### src/rtl/rv32i_pkg.sv
// rtl/rv32i_pkg.sv - shared RV32I constants for the front end
package rv32i_pkg;
  localparam int XLEN = 32;
  localparam logic [XLEN-1:0] NOP_INSN = 32'h0000_0013;

  localparam logic [6:0] OPC_OP_IMM = 7'b0010011;
  localparam logic [6:0] OPC_BRANCH = 7'b1100011;
  localparam logic [6:0] OPC_JAL    = 7'b1101111;
  localparam logic [6:0] OPC_JALR   = 7'b1100111;

  function automatic logic [XLEN-1:0] word_align(input logic [XLEN-1:0] a);
    return a & ~XLEN'(3);
  endfunction
endpackage

### src/rtl/sync_fifo.sv
// rtl/sync_fifo.sv - single-clock FIFO with occupancy count and synchronous flush
module sync_fifo #(
  parameter int WIDTH = 32,
  parameter int DEPTH = 4
) (
  input  logic                     clk,
  input  logic                     rst,
  input  logic                     flush,
  input  logic                     push,
  input  logic [WIDTH-1:0]         push_data,
  input  logic                     pop,
  output logic [WIDTH-1:0]         head_data,
  output logic [$clog2(DEPTH):0]   count
);
  localparam int AW = $clog2(DEPTH);
  localparam int CW = AW + 1;

  logic [WIDTH-1:0] mem_q [DEPTH];
  logic [AW-1:0]    head_q, head_d, tail_q, tail_d;
  logic [CW-1:0]    count_q, count_d;
  logic             do_push, do_pop;

  always_comb begin
    do_pop  = pop && (count_q != '0);
    do_push = push && ((count_q != CW'(DEPTH)) || do_pop);
    head_d  = head_q;
    tail_d  = tail_q;
    count_d = count_q;
    if (flush) begin
      head_d  = '0;
      tail_d  = '0;
      count_d = '0;
    end else begin
      if (do_push) tail_d = tail_q + 1'b1;
      if (do_pop)  head_d = head_q + 1'b1;
      count_d = count_q + CW'(do_push) - CW'(do_pop);
    end
  end

  always_ff @(posedge clk or posedge rst) begin
    if (rst) begin
      head_q  <= '0;
      tail_q  <= '0;
      count_q <= '0;
    end else begin
      head_q  <= head_d;
      tail_q  <= tail_d;
      count_q <= count_d;
    end
  end

  // Storage is never reset; only the pointers define validity.
  always_ff @(posedge clk) begin
    if (do_push && !flush) mem_q[tail_q] <= push_data;
  end

  assign head_data = mem_q[head_q];
  assign count     = count_q;

`ifndef SYNTHESIS
  a_no_overflow: assert property (@(posedge clk)
    !(push && !flush && (count_q == CW'(DEPTH)) && !do_pop))
    else $error("sync_fifo: push into full FIFO");
`endif
endmodule

### src/rtl/fetch_unit.sv
// rtl/fetch_unit.sv - instruction fetch: PC, in-order imem requests, prefetch queue, redirect flush
module fetch_unit
  import rv32i_pkg::*;
#(
  parameter int              DEPTH    = 4,
  parameter logic [XLEN-1:0] RESET_PC = 32'h0000_0000,
  parameter logic [XLEN-1:0] NOP      = NOP_INSN
) (
  input  logic            clk,
  input  logic            rst,
  input  logic            enable,
  input  logic            stall,
  input  logic            redirect,
  input  logic [XLEN-1:0] redirect_target,
  output logic            imem_req_valid,
  output logic [XLEN-1:0] imem_req_addr,
  input  logic            imem_req_ready,
  input  logic            imem_rsp_valid,
  input  logic [XLEN-1:0] imem_rsp_data,
  output logic            inst_valid,
  output logic [XLEN-1:0] inst,
  output logic [XLEN-1:0] inst_pc
);
  localparam int CW = $clog2(DEPTH) + 1;

  logic [XLEN-1:0]   fetch_pc_q, fetch_pc_d;
  logic [CW-1:0]     outstanding_q, outstanding_d;
  logic [CW-1:0]     discard_q, discard_d;
  logic              alive_q;
  logic [CW-1:0]     q_count, pc_count;
  logic [2*XLEN-1:0] q_head;
  logic [XLEN-1:0]   inflight_pc;
  logic [CW+1:0]     reserved;
  logic              req_fire, rsp_take, q_push, q_pop;

  // Slots already promised: queued words plus live (non-discarded) in-flight requests.
  always_comb begin
    reserved       = (CW+2)'(q_count) + (CW+2)'(outstanding_q) - (CW+2)'(discard_q);
    imem_req_valid = alive_q && enable && !redirect && (reserved < (CW+2)'(DEPTH));
    req_fire       = imem_req_valid && imem_req_ready;
    rsp_take       = imem_rsp_valid && (outstanding_q != '0);
    q_push         = rsp_take && (discard_q == '0) && !redirect;
    q_pop          = (q_count != '0) && !stall && enable && !redirect;

    outstanding_d = outstanding_q + CW'(req_fire) - CW'(rsp_take);
    fetch_pc_d    = fetch_pc_q;
    discard_d     = discard_q;
    if (rsp_take && (discard_q != '0)) discard_d = discard_q - 1'b1;
    if (req_fire) fetch_pc_d = fetch_pc_q + 32'd4;
    if (redirect) begin
      fetch_pc_d = word_align(redirect_target);
      discard_d  = outstanding_d;
    end
  end

  always_ff @(posedge clk or posedge rst) begin
    if (rst) begin
      fetch_pc_q    <= RESET_PC;
      outstanding_q <= '0;
      discard_q     <= '0;
      alive_q       <= 1'b0;
    end else begin
      fetch_pc_q    <= fetch_pc_d;
      outstanding_q <= outstanding_d;
      discard_q     <= discard_d;
      alive_q       <= 1'b1;
    end
  end

  assign imem_req_addr = fetch_pc_q;

  sync_fifo #(.WIDTH(XLEN), .DEPTH(DEPTH)) u_pc_fifo (
    .clk       (clk),
    .rst       (rst),
    .flush     (1'b0),
    .push      (req_fire),
    .push_data (fetch_pc_q),
    .pop       (rsp_take),
    .head_data (inflight_pc),
    .count     (pc_count)
  );

  sync_fifo #(.WIDTH(2*XLEN), .DEPTH(DEPTH)) u_prefetch_q (
    .clk       (clk),
    .rst       (rst),
    .flush     (redirect),
    .push      (q_push),
    .push_data ({inflight_pc, imem_rsp_data}),
    .pop       (q_pop),
    .head_data (q_head),
    .count     (q_count)
  );

  assign inst_valid = (q_count != '0);
  assign inst       = inst_valid ? q_head[XLEN-1:0] : NOP;
  assign inst_pc    = inst_valid ? q_head[2*XLEN-1:XLEN] : '0;

`ifndef SYNTHESIS
  a_rsp_expected: assert property (@(posedge clk) imem_rsp_valid |-> (outstanding_q != '0))
    else $warning("fetch_unit: response with nothing outstanding dropped");
  a_pc_track: assert property (@(posedge clk) pc_count == outstanding_q)
    else $error("fetch_unit: in-flight PC FIFO out of step with outstanding count");
`endif
endmodule

### config.mk
export PLATFORM = sky130hd
export DESIGN_NAME = fetch_unit
export DESIGN_NICKNAME = d
export VERILOG_FILES = /design/src/rtl/rv32i_pkg.sv /design/src/rtl/sync_fifo.sv /design/src/rtl/fetch_unit.sv
export SDC_FILE = /design/constraint.sdc
export NUM_CORES = 1
export LEC_CHECK = 0
export ABC_AREA = 1
export BUFFER_PORTS_ARGS = -buffer_cell sky130_fd_sc_hd__buf_2
export CAP_MARGIN = 20
export CORE_MARGIN = 2
export CORE_UTILIZATION = 45
export DETAILED_ROUTE_END_ITERATION = 7
export SYNTH_ARGS = -nofsm -noshare
export SYNTH_HDL_FRONTEND = slang
export SYNTH_SLANG_ARGS = --single-unit
### constraint.sdc
create_clock -name clk -period 11 [get_ports clk]
set_input_delay 0 -clock clk [delete_from_list [all_inputs] [get_ports clk]]
set_output_delay 0 -clock clk [all_outputs]
set_load 0.005 [all_outputs]
; ---- Word-level counts from Yosys, hierarchy flattened
; Memories as Yosys holds them, arrays and structs flattened.
; Index checks and enable logic that the tools add are counted.
; Widths: inputs -> output; s select.
[word_totals]
output_inout_bits = 98
in_bits = 71
word_cells = 73
romBits = 0
latch_bits = 0
mem_bits_rw = 384
memories = 2
ff_bits = 53
[classes]
multipliers = 0
addsub = 14
mux = 15
bitwise = 0
eq_ne = 2
order_cmp = 1
reduce_logical = 29
shift = 0
div = 0
[mem_list]
columns = name, words, word_bits, read_ports, rd_clocked_by_memory_dff, write_ports, line_no
row1 = u_prefetch_q.mem_q, 4, 64, 1, 0, 1, sync_fifo.sv:18  ; logic [WIDTH-1:0] mem_q [DEPTH];
row2 = u_pc_fifo.mem_q, 4, 32, 1, 0, 1, sync_fifo.sv:18
[op_table]
columns = operator, count
row1 = $mux 32, 4
row2 = $add 32x3->32 const B, 1
row3 = $logic_and 1x1->1, 16
row4 = $reduce_bool 3->1, 4
row5 = $add 3x1->3, 3
row6 = $mux 3, 3
row7 = $sub 3x1->3, 3
row8 = $add 2x1->2 const B, 4
row9 = $mux 2, 4
row10 = $reduce_bool 2->1, 4
row11 = $ne 3x3->1 const B, 2
row12 = $lt 5x3->1 const B, 1
row13 = $sub 4x3->5, 1
row14 = $add 3x3->4, 1
row15 = $mux 1, 4
row16 = $logic_not 3->1, 1
row17 = $sub 3x1->3 const B, 1
row18 = $logic_not 1->1, 2
row19 = $logic_or 1x1->1, 2

; ---- Logic depth before layout (Yosys ltp)
; Gate-level depths: netlist (run 1).
[depth]
depth_word = 10
depth_mapped = 19
mapped_depth_nobuf = 18

; ---- By module
; A second synthesis (run 1) with hierarchy kept.
[hier_totals]
hier_cells = 1634
hier_area_um2 = 18584.1
[by_module_without_submodules]
columns = mod, area_each_um2, cells_per_inst, instances
row1 = sync_fifo (u_prefetch_q), 9949.5, 683, 1
row2 = sync_fifo (u_pc_fifo), 5228.8, 375, 1
row3 = fetch_unit, 3405.8, 576, 1

; ---- Worst setup path after synthesis (run 1)
; Ideal clock, no wire load.
[synth_timing]
path_type = register to register
from = register discard_q[1]
to = memory u_prefetch_q.mem_q[0][0] (netlist name) (enable)
period_less_slack_ps = 4026
t_required_ps = 10518
n_path_buf = 0
slack_ps = 6974
path_stages_with_launch = 7
setup_ps = 482
arrival_ps = 3544
cell_sequence = dfrtp_1 > inv_1 > ha_1 > nand2_1 > nor2_1 > nand3_2 > nor2_1
[synth_via]
elab_chain_cells = 7
[synth_rtl]
columns = element, line_no
row1 = "start, declared", fetch_unit.sv:28  ; logic [CW-1:0] discard_q, discard_d;
row2 = "start signal, assigned", fetch_unit.sv:65  ; discard_q <= discard_d;
row3 = $logic_not 3->1, fetch_unit.sv:42  ; q_push = rsp_take && (discard_q == '0) && !redirect;
row4 = $logic_and 1x1->1 (2 in series), fetch_unit.sv:42
row5 = $logic_and 1x1->1, sync_fifo.sv:25  ; do_push = push && ((count_q != CW'(DEPTH)) || do_pop);
row6 = $logic_and 1x1->1, sync_fifo.sv:54  ; if (do_push && !flush) mem_q[tail_q] <= push_data;
row7 = $mux 1, sync_fifo.sv:54
row8 = $mux 1 (not written as such), sync_fifo.sv:54
row9 = "end, declared", sync_fifo.sv:18
; Every way passes these cells.

; ---- Worst setup path in the final report (run 1)
[layout_timing]
from = input port redirect
to = memory u_prefetch_q.mem_q[1][31] (netlist name) (enable)
[layout_via]
elab_chain_cells = 8
[layout_rtl]
columns = element, line_no
row1 = "start, declared", fetch_unit.sv:13  ; input logic redirect,
row2 = $logic_not 1->1 (*), "sync_fifo.sv:54, fetch_unit.sv:42, fetch_unit.sv:43"
row3 = $logic_and 1x1->1, fetch_unit.sv:43  ; q_pop = (q_count != '0) && !stall && enable && !redirect;
row4 = $logic_and 1x1->1, sync_fifo.sv:24  ; do_pop = pop && (count_q != '0);
row5 = $logic_or 1x1->1, sync_fifo.sv:25
row6 = $logic_and 1x1->1, sync_fifo.sv:25
row7 = $logic_and 1x1->1 (*), sync_fifo.sv:54
row8 = $mux 1 (*), sync_fifo.sv:54
row9 = $mux 1 (not written as such) (*), sync_fifo.sv:54
; Every way passes the cells marked *; elsewhere a longest branch is shown, timed or not.

==> results of run 1 <==
[registers in the layout, summed over array words and instances (netlist names)]
name / count
u_prefetch_q.mem_q: 248
u_pc_fifo.mem_q: 120
imem_req_addr: 30
discard_q: 3
outstanding_q: 3
u_pc_fifo.count: 3
u_prefetch_q.count: 3
u_pc_fifo.head_q: 2
u_pc_fifo.tail_q: 2
u_prefetch_q.head_q: 2
u_prefetch_q.tail_q: 2
alive_q: 1
[cell usage after synthesis (3+ instances only)]
cell | instances | share of area, %
nor2_1 | 372 | 7.9
edfxtp_1 | 368 | 63
nand2_1 | 195 | 4.2
o21ai_0 | 188 | 5.3
nand3_1 | 70 | 2.0
a21oi_1 | 64 | 1.8
inv_1 | 52 | 1.1
dfrtp_1 | 51 | 7.2
clkbuf_1 | 45 | 0.96
o22ai_1 | 31 | 1.1
buf_2 | 25 | 0.71
ha_1 | 20 | 1.4
nand3b_1 | 13 | 0.55
xor2_1 | 13 | 0.65
buf_4 | 7 | 0.30
buf_1 | 6 | 0.13
xnor2_1 | 6 | 0.30
fa_1 | 5 | 0.57
inv_2 | 5 | 0.11
nor2_2 | 5 | 0.18
nand4_1 | 4 | 0.14
nand2_2 | 3 | 0.11
[per-stage QoR]
step / setup WS, ns / utilization, %
floorplan: 6.97 / -
CTS: 7.29 / 55.5
global route: 7.00 / 55.6
detailed placement: 7.65 / 48.9
finish: 7.23 / 55.6
global placement: 7.70 / 48.9
[cell type report]
cell class,instances,area (sq um),share of cell area [%]
sequential,419,12300,57.4
tap,518,648,3.02
timing repair buffer,280,1970,9.19
clock buffer,56,1210,5.63
clock inverter,28,332,1.54
multi-input combinational,1004,4770,22.2
inverter,58,218,1.01
[worst paths after layout]
kind / startpoint / endpoint / slack [ns]
worst max-delay path: redirect / u_prefetch_q.mem_q[1][31] / 7.23
worst min-delay path: enable / u_pc_fifo.tail_q[1] / 0.10
worst max register to register: outstanding_q[1] / u_pc_fifo.tail_q[0] / 7.32
worst min register to register: outstanding_q[1] / outstanding_q[2] / 0.51
max in group asynchronous: rst / u_prefetch_q.head_q[0] / 10.31
min in group asynchronous: rst / discard_q[0] / 0.16
[power by group through the flow]
| stage | combinational, uW | clock [uW] | sequential (uW) |
|---|---|---|---|
| 2_1_floorplan | 566 | 0 | 2030 |
| 3_3_place_gp | 844 | 0 | 2060 |
| 3_5_place_dp | 869 | 0 | 2060 |
| 4_1_cts | 915 | 1590 | 2030 |
| 5_1_grt | 1040 | 1650 | 2050 |
| 6_report | 914 | 1550 | 2030 |
[metal layers]
| metal | vias up | wire length, um |
|---|---|---|
| met2 | 353 | 19600 |
| met5 | - | 0 |
| met1 | 5971 | 19000 |
| li1 | 5899 | - |
| met4 | 0 | 803 |
| met3 | 58 | 2270 |
[cells by family after synthesis]
kind of cell | Yosys count | synth area share (%)
simple gates | 666 | 15.3
flops | 419 | 69.9
compound gates | 289 | 8.53
buf+inv | 141 | 3.33
fa+ha+maj | 25 | 1.99
xor+xnor | 19 | 0.944
other cells | 2 | 0.0426
[what timing repair did]
action                                 CTS  global route
hold buffers                            98             0
gates resized for setup                  0             0
buffers inserted                         0             0
endpoints found under the hold margin  217             0
[critical path, stage by stage]
cell and delay (ns):
dlygate4sd3_1 0.53, buf_2 0.35, inv_2 0.73, nand2_1 0.10, nor2_1 0.15, dlygate4sd3_1 0.60, nand2_1 0.10, nand4_1 0.12
nand3_2 0.24, nor2_4 0.15, buf_4 0.77
[cells in the final DEF, fill, tap and decap left out, types with 5 or more instances in the layout]
master and instances:
nor2_1 364, xor2_1 13, o21ai_0 188, xnor2_1 6, clkinv_2 6, fa_1 5, clkbuf_16 47, inv_2 7
dfrtp_1 49, a21oi_1 64, conb_1 5, buf_2 162, bufinv_16 7, o22ai_1 31, clkbuf_1 9, nor2_2 9
edfxtp_1 368, nor2_4 6, dlygate4sd3_1 98, nand3_1 70, clkinv_1 8, nand2_1 195, ha_1 20, nand3b_1 13
buf_4 18, inv_1 50
==> results.toml, run 1 <==
[outcome]
status = "complete, no violations"

[floorplanning]
rows = 72
die_w_um = 202
die_y_um = 202
initial_core_util_pct = 45.6
io_pins = 169
core_sq_um = 38600
die-area_sq_um = 40800

[clock_tree]
path_clk_slew_ns = 0.06
numCtsBuffers = 45
htree_levels = 2
clock_latency_ns = 0.56
cts-root-buf = "clkbuf_16"
clock_sinks = 419
cts_tree = "yes"
cts_buffer_depth = 3

[pwr]
p_int_uw = 3200
p_leak_uw = 0.00810
p_total_uw = 4500
ir_drop_uv = 165
power_frac_clock_pct = 34.5
p_sw_share_pct = 28.8
comb_power_share_pct = 20.3
p_sw_uw = 1300
powerDensity_nw_per_um2 = 209
pwr-share-seq_pct = 45.2

[placed_design]
io_buffers = 162
placed_cell_area_sq_um = 18900
dp_cells = 2179
hpwl_mm = 22.9
gp_congestion = 0.844

[timing]
hold_violations = 0
finalCriticalPeriod_ns = 3.77
layout_worst_path_cycle_share_pct = 34.2
tns_ns = 0
slew_headroom_pct = 30.3
worstMarginPinSlew_ns = 1.05
final.setup_skew_ns = 0.0183
grt_setup_unrepaired = "false"
max_freq_mhz = 266
hold-worst-slack_ns = 0.101
slew_viol_final = 0
setup_violations = 0

[final_layout]
fin_cells = 2363
final_cell_area_sq_um = 21500
nFillCells = 3263
layout.nets = 1904
drive_gt1_share_pct = 15.1
n_antenna_cell = 0
area_growth_pct = 21.8

[setup_path]
worstSetupStartpointType = "primary input"
critical_path.max_fanout = 62
worst-setup-path-type = "in2reg"
required_ns = 11.17
r2r_cells = 14
cp-end-kind = "register"
critPathArrivalTime_ns = 3.93

[yosys]
synth_edf_count = 368
ys_warn_count = 0
synth_seq_cells = 419
synth.avg_cell_area_sq_um = 11.3
async_flop_share_pct = 12.2
syn_inst = 1561
ys_seq_area_share_pct = 69.9
yosysUniqueCellTypes = 30
syn_area_sq_um = 17600
synthFlopType = "edfxtp_1"

[drt]
drcViolationCount = 0
drt_iter0_markers = 750
routed_via_density = 5.20
ant_nets = 0
wire_per_inst_um = 17.6
postRouteWirelength_mm = 41.7
via_count = 12300
drt_first_pass_iters = 4

[grt]
gr-max-usage-layer = "met2"
overflow = 0
antenna_found_initial = 0
grt_usage_pct = 20.6
grtUsageMet3_pct = 3.60
grt_use_met1_pct = 28.5
grt_max_degree = 125
grt_pass1_vias = 12200
grt_pass1_wl_mm = 66.4
grtUsageMet2_pct = 33.7

[run]
maxCapViolCount = 0

[min_path]
min_path_type = "in2reg"
holdPathStages = 7
Note: power is estimated with default switching activity, not from simulation.
==> run 2: changes to the inputs <==
- PLACE_DENSITY: not set -> 0.66
- clock period: 11 -> 3.45 ns (I/O delays scaled with it)
==> run 2 against run 1 <==
Compared with the run above:
- design area hardly changed
- die area is the same
- core utilization barely moved
- largest cell class unchanged
- critical path depth increased by 3
- worst setup slack lost 7.1 ns
- final cell count is 0.21% lower
- clock skew decreased by 0.00077 ns
- register-to-register slack worse by 7.2 ns
==> results.toml, run 2 (synthesis results as in run 1) <==
[final_layout]
n_antenna_cell = 0
regMostFlops = "u_prefetch_q.mem_q"
layout.nets = 1907
final_common_cell = "edfxtp_1"
largest_register_ffs = 248
drive_gt1_share_pct = 15.9
area_growth_pct = 21.7
layout_common_cells = "368 x edfxtp_1, 364 x nor2_1, 194 x nand2_1, 188 x o21ai_0, 162 x buf_2"

[grt]
overflow = 0
grt_max_degree = 126
grt_usage_pct = 20.3
grt_pass1_vias = 12200
grt_pass1_wl_mm = 65.8
antenna_found_initial = 0

[timing]
slew_viol_final = 0
tns_ns = 0
final.setup_skew_ns = 0.0175
layout_worst_path_cycle_share_pct = 95.4
finalCriticalPeriod_ns = 3.29
hold-worst-slack_ns = 0.125
setup_violations = 0
worstMarginPinSlew_ns = 0.893
max_freq_mhz = 304
hold_violations = 0
slew_headroom_pct = 40.5

[floorplanning]
io_pins = 169
die_w_um = 202
rows = 72
initial_core_util_pct = 45.6
die-area_sq_um = 40800
core_sq_um = 38600
die_y_um = 202

[drt]
postRouteWirelength_mm = 41.8
ant_nets = 0
wire_per_inst_um = 17.7
drt_iter0_markers = 976
routed_via_density = 5.21
drcViolationCount = 0
drt_first_pass_iters = 5
via_count = 12300

[setup_path]
path_buf_inv = 1
cpLargestDelayFamily = "adder cells"
cpMostUsedCell = "nand2_1"
worst-setup-path-type = "reg2reg"
critPathArrivalTime_ns = 3.74
cp_slowest_cell = "fa_1"
worstSetupStartpointType = "register"
critical_path.max_fanout = 4
crit_chain = "fa_1, ha_4, a21oi_1, nand2_1, nand2_1, nand4_1, ha_1, inv_1, ha_2, fa_2, xnor2_2, xor2_1, nor2_1, o22ai_1"
required_ns = 3.90
cpPeakStageDelay_ns = 0.63
cp-end-kind = "register"

[placed_design]
hpwl_mm = 24.5
io_buffers = 162
gp_congestion = 0.877

[clock_tree]
htree_levels = 2
clock_latency_ns = 0.54
cts_buffer_depth = 3
path_clk_slew_ns = 0.06
numCtsBuffers = 44
cts_tree = "yes"
clock_sinks = 419
cts-root-buf = "clkbuf_16"

[min_path]
min_path_type = "in2async"

[run]
maxCapViolCount = 0

[pwr]
p_total_uw = 13900
p_leak_uw = 0.00806
ir_drop_uv = 490
powerDensity_nw_per_um2 = 650

[outcome]
status = "complete, no violations"
[run 2: final cells by class]
class	count	area, sq um
Tap cell	518	648
Clock inverter	21	148
Multi-Input combinational cell	1004	4810
Fill cell	3175	17200
Inverter	58	218
Timing Repair Buffer	284	2150
Sequential cell	419	12300
Clock buffer	54	1160
[run 2: path summary, 6_finish.rpt]
kind | start | end | slack, ns | depth (start not counted)
max in group asynchronous | rst | u_prefetch_q.head_q[0] | 2.53 | 4
min | rst | discard_q[0] | 0.13 | 3
max reg2reg | outstanding_q[2] | discard_q[2] | 0.16 | 14
min reg2reg | u_pc_fifo.tail_q[1] | u_pc_fifo.tail_q[1] | 0.56 | 2
min in group clk | enable | u_pc_fifo.tail_q[0] | 0.14 | 7
max | outstanding_q[2] | discard_q[2] | 0.16 | 14
[run 2: worst min-delay path: stages]
cell           delay [ns]
dlygate4sd3_1        0.53
buf_2                0.12
inv_2                0.51
[run 2: layer usage]
layer | up-vias | global-route usage (%) | routed length, um
met3 | 62 | 3.26 | 2520
met2 | 379 | 33.6 | 19900
met1 | 5923 | 28.3 | 18600
li1 | 5911 | - | -
met4 | 0 | 4.70 | 740
met5 | - | 0 | 0
[run 2: through the flow]
step / utilization [%] / cells / area, sq um / worst slack (ns)
after floorplan: - / 1564 / 17700 / -0.576
after global placement: 49.7 / 2191 / 19200 / 0.174
after detailed placement: 49.7 / 2191 / 19200 / 0.0918
after CTS: 55.3 / 2350 / 21400 / 0.0321
after global routing: 55.5 / 2358 / 21500 / -0.0209
final: 55.5 / 2358 / 21500 / 0.160
[run 2: report_power, final]
part / switching, uW / internal [uW] / total (uW)
Combinational: 1990 / 1140 / 3130
Sequential: 321 / 6170 / 6490
Clock: 1820 / 2520 / 4340
Total: 4130 / 9820 / 13900
[run 2: timing repair]
item | 4_1_cts | 5_1_grt
resized for setup | 0 | 9
hold buffers | 84 | 0
setup buffers | 0 | 7
endpoints found under the hold margin | 192 | 0
setup endpoints to repair | 0 | 2
